[src/rtl/alu_flag_cond_unit.sv]
// rtl/alu_flag_cond_unit.sv - ALU flag register, branch condition resolver, overflow trap and counter.
// Optional sticky overflow flag built only when ALU_FLAG_STICKY_V_EN is defined.
module alu_flag_cond_unit #(
  parameter int CNT_W = 8
) (
  input  logic             clk,
  input  logic             reset,
  input  logic             flag_we,
  input  logic             zin,
  input  logic             vin,
  input  logic             nin,
  input  logic             trap_en,
  input  logic             br_valid,
  input  logic [2:0]       cond,
  output logic             br_done,
  output logic             br_taken,
  output logic [2:0]       flags_q,
  output logic             trap_req,
  input  logic             trap_ack,
  output logic [CNT_W-1:0] ovf_count,
  output logic             sticky_v,
  input  logic             sticky_clr
);

  typedef enum logic {
    IDLE,
    PEND
  } trap_state_t;

  trap_state_t state, state_next;

  logic eff_n, eff_v, eff_z;
  logic cond_result;
  logic ovf_event;

  // A branch in the same cycle as a flag write sees the new flags.
  assign {eff_n, eff_v, eff_z} = flag_we ? {nin, vin, zin} : flags_q;
  assign ovf_event = flag_we & vin;

  always_comb begin
    cond_result = 1'b0;
    case (cond)
      3'b000:  cond_result = eff_z;
      3'b001:  cond_result = ~eff_z;
      3'b010:  cond_result = eff_n ^ eff_v;
      3'b011:  cond_result = ~(eff_n ^ eff_v);
      3'b100:  cond_result = eff_v;
      3'b101:  cond_result = ~eff_v;
      3'b110:  cond_result = 1'b1;
      default: cond_result = 1'b0;
    endcase
  end

  always_ff @(posedge clk) begin
    if (reset) begin
      flags_q   <= 3'b000;
      br_done   <= 1'b0;
      br_taken  <= 1'b0;
      ovf_count <= '0;
    end else begin
      if (flag_we) begin
        flags_q <= {nin, vin, zin};
      end
      br_done <= br_valid;
      if (br_valid) begin
        br_taken <= cond_result;
      end
      if (ovf_event && (ovf_count != {CNT_W{1'b1}})) begin
        ovf_count <= ovf_count + CNT_W'(1);
      end
    end
  end

  always_ff @(posedge clk) begin
    if (reset) begin
      state <= IDLE;
    end else begin
      state <= state_next;
    end
  end

  // A fresh trapping overflow outranks the acknowledge of the previous one.
  always_comb begin
    state_next = state;
    trap_req   = 1'b0;
    case (state)
      IDLE: begin
        if (ovf_event && trap_en) begin
          state_next = PEND;
        end
      end
      PEND: begin
        trap_req = 1'b1;
        if (trap_ack && !(ovf_event && trap_en)) begin
          state_next = IDLE;
        end
      end
      default: state_next = IDLE;
    endcase
  end

`ifdef ALU_FLAG_STICKY_V_EN
  always_ff @(posedge clk) begin
    if (reset) begin
      sticky_v <= 1'b0;
    end else if (ovf_event) begin
      sticky_v <= 1'b1;
    end else if (sticky_clr) begin
      sticky_v <= 1'b0;
    end
  end
`else
  logic unused_sticky_clr;
  assign unused_sticky_clr = sticky_clr;
  assign sticky_v = 1'b0;
`endif

endmodule

[config.mk]
export PLATFORM = sky130hd
export DESIGN_NAME = alu_flag_cond_unit
export DESIGN_NICKNAME = d
export VERILOG_FILES = /design/src/rtl/alu_flag_cond_unit.sv
export SDC_FILE = /design/constraint.sdc
export NUM_CORES = 1
export LEC_CHECK = 0
export CAP_MARGIN = 20
export CORE_MARGIN = 2
export CORE_UTILIZATION = 41
export CTS_CLUSTER_SIZE = 25
export DETAILED_ROUTE_END_ITERATION = 8
export GPL_TIMING_DRIVEN = 0
export HOLD_SLACK_MARGIN = 0.08
export PLACE_DENSITY_LB_ADDON = 0.15
export SYNTH_ARGS = -nofsm -noshare
export SYNTH_HDL_FRONTEND = slang
export SYNTH_SLANG_ARGS = --single-unit
[constraint.sdc]
create_clock -name clk -period 1.5 [get_ports clk]
set_clock_uncertainty 0.05 [all_clocks]
set_input_delay 0.225 -clock clk [delete_from_list [all_inputs] [get_ports clk]]
set_output_delay 0.225 -clock clk [all_outputs]
set_load 0.005 [all_outputs]
==> results by group, run 1 <==
Outcome
  – Status: finished, final reports clean

Pwr
  – Switching power total: between 150 and 200 µW
  – Worst ir drop on vdd: between 0.8 and 0.9 mV
  – Final Power: ~790 µW
  – Reg power frac: about half
  – Leakage: 0.376 nW
  – P_int: just over 600 µW
  – Combinational power share: ~16%
  – P per Cell Area: 756 mW/mm²
  – Clock power frac: ~34%
  – Switching part of the total: about 23%

Synthesis
  – Seq/Total Area, Yosys: slightly above 40%
  – Post-synth top cells: 14 x dfxtp_1, 10 x nor2_1, 5 x mux2i_1
  – Synth unique cells: 32
  – Post-synth ARST share: 0%
  – #FFs+latches synth: 14
  – Syn_area_per_cell: 8.89 µm²
  – Mapped Area: between 600 and 700 µm²
  – Top-count cell post-synth: dfxtp_1
  – Area share of the largest cell type after synthesis: between 40% and 50%
  – Syn nets: between 90 and 100
  – Post-synth top area cell: dfxtp_1
  – Mapped Cells: 77
  – Synth Warn #: 0
  – Post-synth EDFFs: 0
  – Area contributors post-synth: dfxtp_1 41%, mux2i_1 7.3%, nor2_1 5.5%, a211oi_1 3.3%, a21oi_1 2.9%
  – Main synth FF type: dfxtp_1

Worst hold path
  – HP Class: input port to flip-flop
  – Hold path cells: 3

Layout
  – Fillers: 137
  – Cell area after layout: ~0.0010 mm²
  – Non-filler instance count after layout: roughly 120
  – Final #Nets: 120
  – Reg area: 297 µm²
  – N_diodes: 0
  – Fraction of layout cells with a size suffix above 1: a little under a quarter
  – Footprint of the multi-input gates: around 420 µm²
  – Area delta synth->final: 52.8%
  – Final Util: a little under 70%

Clocking
  – Num CTS Buffers: 3
  – Clk sinks: 14
  – Root Buffer Master: clkbuf_4
  – Clock transition at path regs: around 90 ps
  – Cts hold-fix bufs: 0
  – Htree depth: 1
  – TritonCTS clock tree: done
  – Bufs on Longest Clock Path: 2
  – Clk_lat worst skew: 280 ps
  – Setup Fix Bufs, Post-CTS: 0

Detailed routing
  – Vias per cell: between 5 and 6
  – Final WL: roughly 1500 µm
  – Initial drt markers: 0
  – Drt first pass iters: 1
  – Via Count: about 640
  – WL per Instance: 12.3 µm
  – Post-route antenna net violation count: 0
  – Drc violations: 0

STA
  – Final WS setup: around 47 ps
  – Crit share post-route: 96.8%
  – Max Slew Vio Count: 0
  – Setup_tns: 0 ps
  – Final hold slack: approximately 220 ps
  – Final Setup Violations: 0
  – Unrepaired setup endpoints after global routing: true
  – Minimum clock period: ~1500 ps
  – Final Hold Fails: 0
  – Fmax: around 0.7 GHz

Job
  – Max Cap Violations: 0

Setup path
  – WP depth: 1
  – Worst R2R End: ovf_count[5]
  – WP buf/inv: 1
  – Startpoint types: flip-flop
  – Worst Reg2Reg Path Length in Cells: 4
  – CP Capture Point: ovf_count[7]
  – Worst Path Required: ~1200 ps
  – Crit-path max FO: 8
  – CP Class: flip-flop to output port
  – Cell breakdown of the critical path: clkdlybuf4s50_1
  – CP Capture Type: output port
  – CP Launch Point: ovf_count[7]
  – Largest delay share family, worst path: buffers and inverters
  – Worst Path Arrival: around 1200 ps
  – Flop2flop setup slack: around 60 ps
  – CP max-delay cell: clkdlybuf4s50_1
  – Reg2reg start: ovf_count[3]
  – Worst path max stage delay: just over 500 ps

Placement
  – Area after DPL: 945 µm²
  – Hpwl dp: 1090 µm
  – IO buf count: 24
  – DP Cell Count: 117
  – Routability Congestion: around 0.73
  – Post-place setup slack: -383 ps

Global routing
  – Vias in the first global route: 559
  – Largest net degree at the start of global routing: 11
  – Global route overflow: 0
  – First-pass GRT wire length: between 2000 and 2500 µm
  – Initial antenna violation count: 0
  – GRT Total Usage: 15.8%

Floorplanning
  – # rows: 14
  – Die Ht: about 45 µm
  – Starting density of the core: between 40% and 50%
  – Die ar.: slightly above 0.002 mm²
  – Die W: ~45 µm
  – Top Ports: 28
  – Core area: roughly 0.0015 mm²
## state kept, by name (all words and copies together) (netlist names)
register	flops
ovf_count	8
flags_q	3
br_done	1
br_taken	1
state	1
## logic make-up after synthesis
group | after synthesis | synth area share, %
simple gates | 33 | 26.5
compound gates | 14 | 13.7
flops | 14 | 41.0
mux | 5 | 7.31
buf+inv | 5 | 4.02
xor+xnor | 4 | 5.12
fa+ha+maj | 1 | 1.83
other cells | 1 | 0.548
## routing by layer
| metal | part of all wire (%) | up-vias | track usage, % |
|---|---|---|---|
| met4 | 0.61 | 0 | 5.29 |
| met5 | 0 | - | 0 |
| met2 | 47 | 18 | 25.2 |
| met1 | 46 | 289 | 19.3 |
| met3 | 6.7 | 2 | 6.40 |
| li1 | - | 333 | - |
## cell usage in the layout, fill, tap and decap left out, drive strengths merged
cell type      count
a211oi             3
a21oi              4
a2bb2oi            1
a31oi              2
a32oi              1
a41oi              1
and3               2
and3b              1
and4               1
buf                3
clkbuf             5
clkdlybuf4s50     24
conb               1
dfxtp             14
ha                 1
inv                1
mux2i              5
nand2              4
nand2b             2
nand3              3
nand3b             1
nand4              3
nor2              10
nor2b              3
nor3               1
o21ai              1
o31ai              1
or3                1
or4                1
xnor2              2
xor2               2
## power by group through the flow
stage,sequential (mW),clock [mW],combinational [mW]
2_1_floorplan,0.403,0,0.0494
3_3_place_gp,0.403,0,0.114
3_5_place_dp,0.403,0,0.115
4_1_cts,0.394,0.280,0.120
5_1_grt,0.395,0.294,0.139
6_report,0.393,0.270,0.127
## how the worst min path moves through the flow
| stage | start | end | slack, ps |
|---|---|---|---|
| after floorplan | reset | ovf_count[6] | 250 |
| final | vin | state | 220 |
| after global placement | state | state | 410 |
| after global routing | vin | state | 220 |
| after CTS | vin | state | 200 |
| after detailed placement | state | state | 430 |
## cell type report
type | count | area share, %
plain buffers | 4 | 2.87
clock buffers | 4 | 3.47
inverters | 1 | 0.359
multi-input cells | 58 | 40.1
flip-flops and latches | 14 | 28.3
well taps | 16 | 1.91
repair buffers | 24 | 23.0
## timing repair
action,4_1_cts,5_1_grt
resized for setup,6,15
endpoints found under the setup margin,8,8
pin swaps,0,1
(Power assumes the default switching activity.)
==> run 2, diff against run 1 <==
SLEW_MARGIN = 10   (was not set)
==> results of run 2 <==
Same layout as run 1: the final DEF is identical, and so are final timing and power.
